### config.mk
export PLATFORM = sky130hd
export DESIGN_NAME = seg7_scanner
export DESIGN_NICKNAME = d
export VERILOG_FILES = /design/src/rtl/seg7_pkg.sv /design/src/rtl/seg7_hex_to_seg7.sv /design/src/rtl/seg7_scanner.sv
export SDC_FILE = /design/constraint.sdc
export NUM_CORES = 1
export LEC_CHECK = 0
export CORE_MARGIN = 2
export CORE_UTILIZATION = 49
export CTS_CLUSTER_DIAMETER = 150
export DETAILED_ROUTE_END_ITERATION = 8
export MAX_ROUTING_LAYER = met4
export PLACE_DENSITY = 0.79
export REMOVE_ABC_BUFFERS = 1
export SLEW_MARGIN = 30
export SYNTH_ARGS = -nofsm -noshare
export SYNTH_HDL_FRONTEND = slang
export SYNTH_SLANG_ARGS = --single-unit
export TNS_END_PERCENT = 5
### constraint.sdc
create_clock -name clock_in -period 2.84 [get_ports clock_in]
set_input_delay 0.426 -clock clock_in [delete_from_list [all_inputs] [get_ports clock_in]]
set_output_delay 0.426 -clock clock_in [all_outputs]
set_load 0.1 [all_outputs]
### src/rtl/seg7_pkg.sv
// seg7_pkg: shared constants for the seven-segment scanner.
// Holds the active-low hex glyph table, the blank pattern and the
// helper that sizes the digit-index bus.
package seg7_pkg;

  // All segments off in the active-low encoding {g,f,e,d,c,b,a}.
  localparam logic [6:0] SEG_BLANK = 7'h7F;

  // Active-low glyphs, entry n is the pattern for hex digit n.
  // Packed so that GLYPH_TABLE[n] selects glyph n; listed F down to 0.
  localparam logic [15:0][6:0] GLYPH_TABLE = {
    7'b0001110,  // F
    7'b0000110,  // E
    7'b0100001,  // d
    7'b1000110,  // C
    7'b0000011,  // b
    7'b0001000,  // A
    7'b0010000,  // 9
    7'b0000000,  // 8
    7'b1111000,  // 7
    7'b0000010,  // 6
    7'b0010010,  // 5
    7'b0011001,  // 4
    7'b0110000,  // 3
    7'b0100100,  // 2
    7'b1111001,  // 1
    7'b1000000   // 0
  };

  // Width of a bus that indexes n digits; never narrower than one bit.
  function automatic int unsigned idx_width(input int unsigned n);
    return (n <= 1) ? 1 : $clog2(n);
  endfunction

endpackage : seg7_pkg

### src/rtl/seg7_hex_to_seg7.sv
// hex_to_seg7: combinational nibble-to-glyph decoder.
// The glyph table is stored active-low; SEG_ACTIVE_LOW=0 inverts the
// result for common-cathode displays. i_blank forces all segments off.
module hex_to_seg7
  import seg7_pkg::*;
#(
  parameter bit SEG_ACTIVE_LOW = 1'b1
) (
  input  logic [3:0] i_nibble,
  input  logic       i_blank,
  output logic [6:0] o_seg
);

  logic [6:0] w_glyph_low;

  // Look up the active-low glyph, then apply the output polarity.
  always_comb begin
    w_glyph_low = i_blank ? SEG_BLANK : GLYPH_TABLE[i_nibble];
    o_seg       = SEG_ACTIVE_LOW ? w_glyph_low : ~w_glyph_low;
  end

endmodule : hex_to_seg7

### src/rtl/seg7_scanner.sv
// seg7_scanner: time-multiplexed seven-segment display driver.
//
// Runs on clock_in and treats scan_clk purely as data: each rising edge
// of scan_clk (seen while enable=1) advances to the next digit and
// registers that digit's anode, segments and decimal point.
// The displayed value is captured once per frame, on the tick that
// returns to digit 0, so a frame never mixes old and new data.
//
// Optional build macro SEG7_BLANK_EN: leading-zero blanking of digits
// above digit 0. Without it every digit always shows its hex glyph.
module seg7_scanner
  import seg7_pkg::*;
#(
  parameter  int NUM_DIGITS     = 4,
  parameter  bit SEG_ACTIVE_LOW = 1'b1,
  localparam int IDX_W          = idx_width(NUM_DIGITS)
) (
  input  logic                    clock_in,
  input  logic                    reset,
  input  logic                    scan_clk,
  input  logic                    enable,
  input  logic [4*NUM_DIGITS-1:0] value,
  input  logic [NUM_DIGITS-1:0]   dp_mask,
  output logic [NUM_DIGITS-1:0]   an,
  output logic [6:0]              seg,
  output logic                    dp,
  output logic [IDX_W-1:0]        digit_idx
);

  // Segment and dp "off" levels follow the configured polarity.
  localparam logic [6:0] SEG_OFF = SEG_ACTIVE_LOW ? SEG_BLANK : 7'h00;
  localparam logic       DP_OFF  = SEG_ACTIVE_LOW;

  // ---------------------------------------------------------------
  // State
  // ---------------------------------------------------------------
  logic                    r_scan_prev;
  logic [IDX_W-1:0]        r_digit_idx;
  logic [NUM_DIGITS-1:0]   r_an;
  logic [6:0]              r_seg;
  logic                    r_dp;

  // Digit 0 is only ever shown on the very tick that loads the
  // snapshot, and that tick decodes straight from value/dp_mask.
  // Nibble 0 and dp bit 0 therefore never need to be stored.
  logic [4*NUM_DIGITS-1:4] r_snap;
  logic [NUM_DIGITS-1:1]   r_dp_snap;

  // ---------------------------------------------------------------
  // Next-digit datapath
  // ---------------------------------------------------------------
  logic                    w_tick;
  logic [IDX_W-1:0]        w_idx_n;
  logic                    w_frame_start;
  logic [NUM_DIGITS-1:0]   w_an_n;
  logic [3:0]              w_nibble;
  logic                    w_dp_req;
  logic                    w_blank;
  logic                    w_dp_on;
  logic                    w_dp_n;
  logic [6:0]              w_seg_n;

  // Rising edge of the sampled scan clock, gated by enable.
  assign w_tick = scan_clk & ~r_scan_prev & enable;

  // Explicit wrap so a non-power-of-two digit count never overruns.
  assign w_idx_n = (r_digit_idx == IDX_W'(NUM_DIGITS - 1))
                 ? '0
                 : r_digit_idx + 1'b1;

  assign w_frame_start = (w_idx_n == '0);

  // Active-low one-hot anode pattern for the digit about to be shown.
  always_comb begin
    // NOTE: every combinational output gets a default first, so no path
    // through the block leaves it unassigned and no latch is inferred.
    w_an_n = '1;
    for (int i = 0; i < NUM_DIGITS; i++) begin
      if (w_idx_n == IDX_W'(i)) begin
        w_an_n[i] = 1'b0;
      end
    end
  end

  // Select the nibble and dp request for the next digit: digit 0 comes
  // live from the inputs (it coincides with the snapshot load), the
  // rest come from the frame snapshot.
  always_comb begin
    w_nibble = value[3:0];
    w_dp_req = dp_mask[0];
    for (int i = 1; i < NUM_DIGITS; i++) begin
      if (w_idx_n == IDX_W'(i)) begin
        w_nibble = r_snap[4*i +: 4];
        w_dp_req = r_dp_snap[i];
      end
    end
  end

`ifdef SEG7_BLANK_EN
  // w_zero_from[i] is set when snapshot nibbles i..NUM_DIGITS-1 are all
  // zero; bit 0 stays clear so digit 0 is never blanked.
  logic [NUM_DIGITS-1:0] w_zero_from;

  // Scan from the most significant digit down, accumulating "all zero".
  always_comb begin : blk_zero_scan
    logic all_zero;
    w_zero_from = '0;
    all_zero    = 1'b1;
    for (int i = NUM_DIGITS - 1; i >= 1; i--) begin
      all_zero       = all_zero & (r_snap[4*i +: 4] == 4'h0);
      w_zero_from[i] = all_zero;
    end
  end

  // Blank the next digit when it is a leading zero.
  always_comb begin
    w_blank = 1'b0;
    for (int i = 1; i < NUM_DIGITS; i++) begin
      if (w_idx_n == IDX_W'(i)) begin
        w_blank = w_zero_from[i];
      end
    end
  end
`else
  assign w_blank = 1'b0;
`endif

  // A blanked digit also drops its decimal point; apply dp polarity.
  assign w_dp_on = w_dp_req & ~w_blank;
  assign w_dp_n  = SEG_ACTIVE_LOW ? ~w_dp_on : w_dp_on;

  // Single shared decoder fed by the digit-selected nibble.
  hex_to_seg7 #(
    .SEG_ACTIVE_LOW (SEG_ACTIVE_LOW)
  ) u_hex_to_seg7 (
    .i_nibble (w_nibble),
    .i_blank  (w_blank),
    .o_seg    (w_seg_n)
  );

  // ---------------------------------------------------------------
  // Registers
  // ---------------------------------------------------------------

  // Scan-clock history, digit index and display outputs.
  always_ff @(posedge clock_in) begin
    if (reset) begin
      // scan_prev resets high so a scan_clk already high at reset
      // release is not mistaken for a fresh rising edge.
      r_scan_prev <= 1'b1;
      r_digit_idx <= '0;
      r_an        <= '1;
      r_seg       <= SEG_OFF;
      r_dp        <= DP_OFF;
    end else begin
      // NOTE: sequential state uses non-blocking assignments so every
      // register samples the pre-edge values regardless of block order.
      r_scan_prev <= scan_clk;
      if (w_tick) begin
        r_digit_idx <= w_idx_n;
        r_an        <= w_an_n;
        r_seg       <= w_seg_n;
        r_dp        <= w_dp_n;
      end else if (!enable) begin
        // Display off; index, segments and dp hold for resumption.
        r_an <= '1;
      end
    end
  end

  // Frame snapshot, captured on the tick that returns to digit 0.
  always_ff @(posedge clock_in) begin
    if (reset) begin
      // NOTE: the snapshot is a handful of flops, not a RAM, so it is
      // reset to give a defined first frame after reset.
      r_snap    <= '0;
      r_dp_snap <= '0;
    end else if (w_tick && w_frame_start) begin
      r_snap    <= value[4*NUM_DIGITS-1:4];
      r_dp_snap <= dp_mask[NUM_DIGITS-1:1];
    end
  end

  assign an        = r_an;
  assign seg       = r_seg;
  assign dp        = r_dp;
  assign digit_idx = r_digit_idx;

endmodule : seg7_scanner
* Word level (Yosys, flattened, before mapping) *
Memories as Yosys holds them, arrays and structs flattened. A register that Yosys moved wholly into a read port is not among the register bits.
Cells that the tools add are included.

storage, ports and cells
  ROM bits = 112
  bits of input ports = 24
  memories kept = 1
  flip-flop bits (word level) = 23
  output and inout bits = 14

memories
  memory           words  bits a word  read ports  clocked after Yosys merged registers in  write ports  RTL line                RTL
  (no name shown)  16     7            1           1                                        0            seg7_hex_to_seg7.sv:18  w_glyph_low = i_blank ? SEG_BLANK : GLYPH_TABLE[i_nibble];

cells by class
  $add $sub $neg = 1
  bitwise logic cells = 4
  equal/unequal tests = 5
  reductions and logical operators = 2
  multiplexer cells = 13

operator list
  kind                                                    count
  two-way mux 4 bit                                       5
  two-way mux 1 bit                                       7
  equality test 2 bit (second input constant)             3
  adder 2 x 1 -> 2 bit (second input constant)            1
  AND 1 bit                                               2
  equality test 2 x 1 -> 1 bit (second input constant)    1
  logical NOT 2 bit                                       1
  two-way mux 2 bit                                       1
  inequality test 2 x 1 -> 1 bit (second input constant)  1
  NOT 1 bit                                               2
  logical AND 1 bit                                       1

* Longest topological paths before layout *
  depth after elaboration = 7
  mapped depth = 12
  gate-level depth less buffers = 11

* Hierarchy *
A second synthesis with hierarchy kept.

unflattened totals
  cells, all modules = 192
  area, all modules = 1,641.6 µm²

by module, submodules not included
  module        times used  cells an instance  area each (µm²)
  seg7_scanner  1           157                1,342.5
  hex_to_seg7   1           35                 299.0

* Worst setup path after synthesis *
No wires, ideal clock.

  kind = register to register
  from = register r_digit_idx[0] (netlist: digit_idx[0])
  to = register r_seg[5] (netlist: seg[5])
  clock period less this slack = 3.310 ns
  required time = 2.769 ns
  setup slack = -0.470 ns
  cell stages (with the launch flop) = 12
  setup time = 0.071 ns
  arrival = 3.239 ns
  cell sequence = dfxtp_1 inv_1 ha_1 buf_2 nor2b_1 a221oi_1 inv_1 ha_1 mux2_2 a22oi_1 o211ai_1 a21oi_1

between the ends
  longest elaborated chain between the ends = 6
  elaborated cells on any way between the ends = 9
  those cells by class = add/sub (1); eq/ne (4); mux (4)

ends and longest elaborated chain
  element                                                             RTL line                                RTL
  start, declared                                                     seg7_scanner.sv:38                      logic [IDX_W-1:0] r_digit_idx;
  start signal, assigned                                              seg7_scanner.sv:160                     r_digit_idx <= w_idx_n;
  adder 2 x 1 -> 2 bit / equality test 2 bit (equally long branches)  seg7_scanner.sv:69, seg7_scanner.sv:67
  two-way mux 2 bit *                                                 seg7_scanner.sv:68                      ? '0
  equality test 2 x 1 -> 1 bit                                        seg7_scanner.sv:92                      if (w_idx_n == IDX_W'(i)) begin
  two-way mux 4 bit (2 in series)                                     seg7_scanner.sv:92
  two-way mux 4 bit *                                                 seg7_scanner.sv:92
  end, declared                                                       seg7_scanner.sv:40                      logic [6:0] r_seg;

Mark *: on every way between the ends. The rest lies on a longest branch, timed or not.
A chain may end at the register's enable or synchronous reset.

* Worst setup path after layout *
Ends and elaborated chain as after synthesis.

==> results.md <==
- The endpoint identified for the worst register-to-register timing path is seg[5].
- The master of the slowest instance on the critical path is sky130_fd_sc_hd__dfxtp_1.
- The fraction of the cycle the final worst path needs is 88.3%.
- The critical path starts at digit_idx[0].
- The number of buffers inserted for hold repair after clock tree synthesis is 0.
- VDD sags by at most 0.000246 V.
- Summed over all cells, the static leakage comes to 0.782 nW.
- The worst hold path passes through 2 cells.
- STA classifies the critical path endpoint as a flip-flop.
- The share of synthesized area in the top cell type comes to 38.1%.
- The library cell used as clock root buffer is sky130_fd_sc_hd__clkbuf_4.
- TritonCTS built the clock tree.
- Cells fill 66.4% of the core in the end.
- In this run the worst hold path is classified as reg2reg.
- Once the clock tree was built, the resizer swapped 0 gates to a different size.
- The H-tree was split into 2 levels.
- Measured against its own limit, the worst slew margin works out to 62.5%.
- The synthesized netlist devotes 8.74% of its cell area to adder and majority cells.
- The count of mapped cells out of synthesis is 200.
- The slew at the pin closest to its max-slew limit is 563 ps.
- For this block, the via count after detailed routing is 1473.
- The clock reaches the later pin of the worst-skew pair after 330 ps.
- The library cell used most frequently in the layout, excluding fill and tap cells, is sky130_fd_sc_hd__nand2_1.
- The net count reported at finish is 276.
- The endpoint with the worst hold slack is r_snap[9].
- After detailed routing, the number of remaining DRC violations is 0.
- The first routing iteration left 32 violations.
- In this run the standard cell core region covers 3050 sq um.
- The global-route wire length before repair is 5.87 mm.
- Counting flops and latches in the post-synthesis netlist gives 30.
- The power density over cell area is 403 nW/um^2.
- For flop-to-flop paths, the worst setup slack is 330 ps.
- During synthesis, Yosys emitted a total of 0 warnings.
- After synthesis the cells add up to 1580 sq um.
- The number of inserted diodes is 0.
- The die width is 60.7 um.
- Setup repair after global routing left no endpoint under its margin.
- The multiplexer share of the synthesized area is 4.85%.
- The total count of hold-check failures in the final report came to 0.
- Counting the buffers created by CTS gives 5.
- The first-pass iteration count of the detailed router is 4.
- The initial antenna violation count was 0.
- By area the synthesized netlist is led by sky130_fd_sc_hd__dfxtp_1 38%, sky130_fd_sc_hd__nand2_1 11%, sky130_fd_sc_hd__a21oi_1 9.2%.
- The number of nets still failing antenna checks after routing is 0.
- The initial core utilization is 51.6%.
- The worst setup path is launched from a flip-flop.
- The standard-cell row count is 20.
- Data arrives at the worst endpoint at 2780 ps.
- On the worst path, the slowest cell contributes a delay of 430 ps.
- Based on the critical path, the design can be clocked at up to 0.399 GHz.
- The placed wire-length estimate is 2.57 mm.
- Averaged over all synthesized cells, the footprint is 7.88 sq um.
- The final count of negative-setup-slack endpoints is 0.
- Summing the areas of all xor and xnor instances in the mapped netlist gives 0% of the synthesized area.
- The startpoint identified for the worst hold timing path is r_snap[9].
- The flow ran to the end, and the final reports show no timing, DRC or antenna violations.
- The number of different library cells used by synthesis comes to 32.
- The final critical path time including I/O delays and setup is 2510 ps.
- The clock skew after layout is 6.07 ps.
- After the flow finishes, the layout carries non-filler instances totaling 285.
- After synthesis, the largest family of logic cells by area is simple AND/OR/NAND/NOR gates.
- Of the total synthesized cell area, the portion taken by AND, OR, NAND and NOR gates is 21.4%.
- The count of final max-slew check failures came to 0.
- In this run the critical register-to-register path is launched from digit_idx[0].
- Across every metal layer, demand over resource in global routing totals 22.6%.
- After detailed routing, the total wire length is 3.46 mm.
- The synthesized design spends more area on one cell type than any other, namely sky130_fd_sc_hd__dfxtp_1.
- The maximum number of pins on one net before global-route repair is 28.
- The total global routing overflow is 0.
- The critical path goes through inv_1, ha_1, mux2i_1, a221oi_1, buf_4, inv_1, ha_1, mux2_2, a22oi_1, o211ai_1, a21oi_1.
- The post-route netlist has 13.3% of its cells at a drive strength greater than 1.
- The area fraction in compound gates after synthesis is 21.1%.
- The required time at the worst-slack endpoint is 3110 ps.
- After clock tree synthesis, the setup repair step added 0 buffers.
- The area of the die is 3680 sq um.
- The library cells used most frequently in the layout, excluding fill and tap cells, are 45 x sky130_fd_sc_hd__nand2_1, 30 x sky130_fd_sc_hd__dfxtp_1, 29 x sky130_fd_sc_hd__a21oi_1, 23 x sky130_fd_sc_hd__clkdlybuf4s50_1, 23 x sky130_fd_sc_hd__buf_4.
- In this run the vertical extent of the chip is 60.7 um.
- Sequential cells were found to cover 38.1% of the synthesized design area.
- After clock tree synthesis, the clock-pin slew on the worst setup and hold paths is 90 ps.
- The critical path class is reg2reg.
- Counting cells, the worst reg-to-reg path comes to 11.
- The area growth from synthesis to layout is 28.7%.
- After detailed routing, the number of vias per cell comes to 5.17.
- For this design the top-level I/O count stands at 38.
- At the end of routability-driven placement, the weighted congestion stood at 0.911.
- The count of clock tree sinks is 30.
- No sink is reached through more buffers than the 2 on the longest clock path.
- The number of global-route vias before repair was 1336.
- After detailed routing, the average wire length per cell comes to 12.2 um.
- The number of max-capacitance violations reported is 0.
- Along the worst path, the maximum fanout reaches 6.
- The count of buffers added on input and output ports is 37.
- The number of placed instances, taps included, is 278.
==> worst max-delay path by stage <==
stage / depth (start not counted) / to
after global placement: 9 / seg[5]
after floorplan: 9 / seg[5]
final: 11 / seg[5]
after global routing: 11 / seg[5]
after detailed placement: 10 / seg[5]
after CTS: 10 / seg[5]
==> cell usage after synthesis (all sizes together) <==
library cell and number:
nand2 45, or3b 1, mux2i 5, or2 1, nand3 1, a31oi 5
a21oi 29, o221ai 2, a2111oi 1, a221oi 3, a22oi 2, nor4 1
nand2b 2, and3 1, and3b 1, a311oi 1, nand3b 1, dfxtp 30
mux2 2, a221o 1, clkbuf 7, inv 9, o21ai 5, buf 5
nor2b 4, ha 11, o211ai 6, nor3 5, nor2 11, nor3b 2
==> per-stage QoR <==
step / setup TNS, ps / total power, mW / hold WS [ps] / area, sq um / setup slack [ps]
4_1_cts: 0 / 0.828 / 465 / 2020 / 248
6_report: 0 / 0.817 / 463 / 2030 / 332
3_5_place_dp: 0 / 0.593 / 453 / 1980 / 264
3_3_place_gp: 0 / 0.591 / 445 / 1980 / 391
5_1_grt: 0 / 0.859 / 483 / 2030 / 79.7
2_1_floorplan: -1780 / 0.528 / 430 / 1520 / -475
==> power breakdown <==
group | internal [mW] | switching [mW]
registers | 0.427 | 0.00381
clock network | 0.0931 | 0.140
logic | 0.0638 | 0.0897
total | 0.584 | 0.233
==> metal layers <==
| layer | vias to the layer above | wire length (um) | track usage (%) |
|---|---|---|---|
| met5 | - | 0 | - |
| met2 | 42 | 1660 | 38.4 |
| met4 | 0 | 63 | 9.32 |
| li1 | 775 | - | - |
| met1 | 650 | 1570 | 25.1 |
| met3 | 6 | 165 | 5.76 |
==> cell type report <==
class | instances | area (sq um)
Inverter | 9 | 33.8
Multi-Input combinational cell | 149 | 890
Sequential cell | 30 | 601
Tap cell | 44 | 55.1
Clock buffer | 7 | 45.0
Timing Repair Buffer | 46 | 403
Fill cell | 279 | 1030
==> registers in the layout, indices dropped and copies added, names as in the netlist <==
register	flops
r_dp_snap	3
r_scan_prev	1
dp	1
digit_idx	2
r_snap	12
an	4
seg	7
==> kinds of logic after synthesis <==
group	after synthesis
buffers and inverters	21
multiplexers	7
adder cells (fa/ha/maj)	11
AO/OA/AOI/OAI	55
AND/OR/NAND/NOR	76
flip-flops	30
==> critical path, delay by kind of cell (launching register included) <==
kind	cells	cell delay, ps
compound gates	4	670
fa+ha+maj	2	550
mux	2	430
flops	1	430
buf+inv	3	350
No activity file was read; power rests on OpenSTA's default activity.
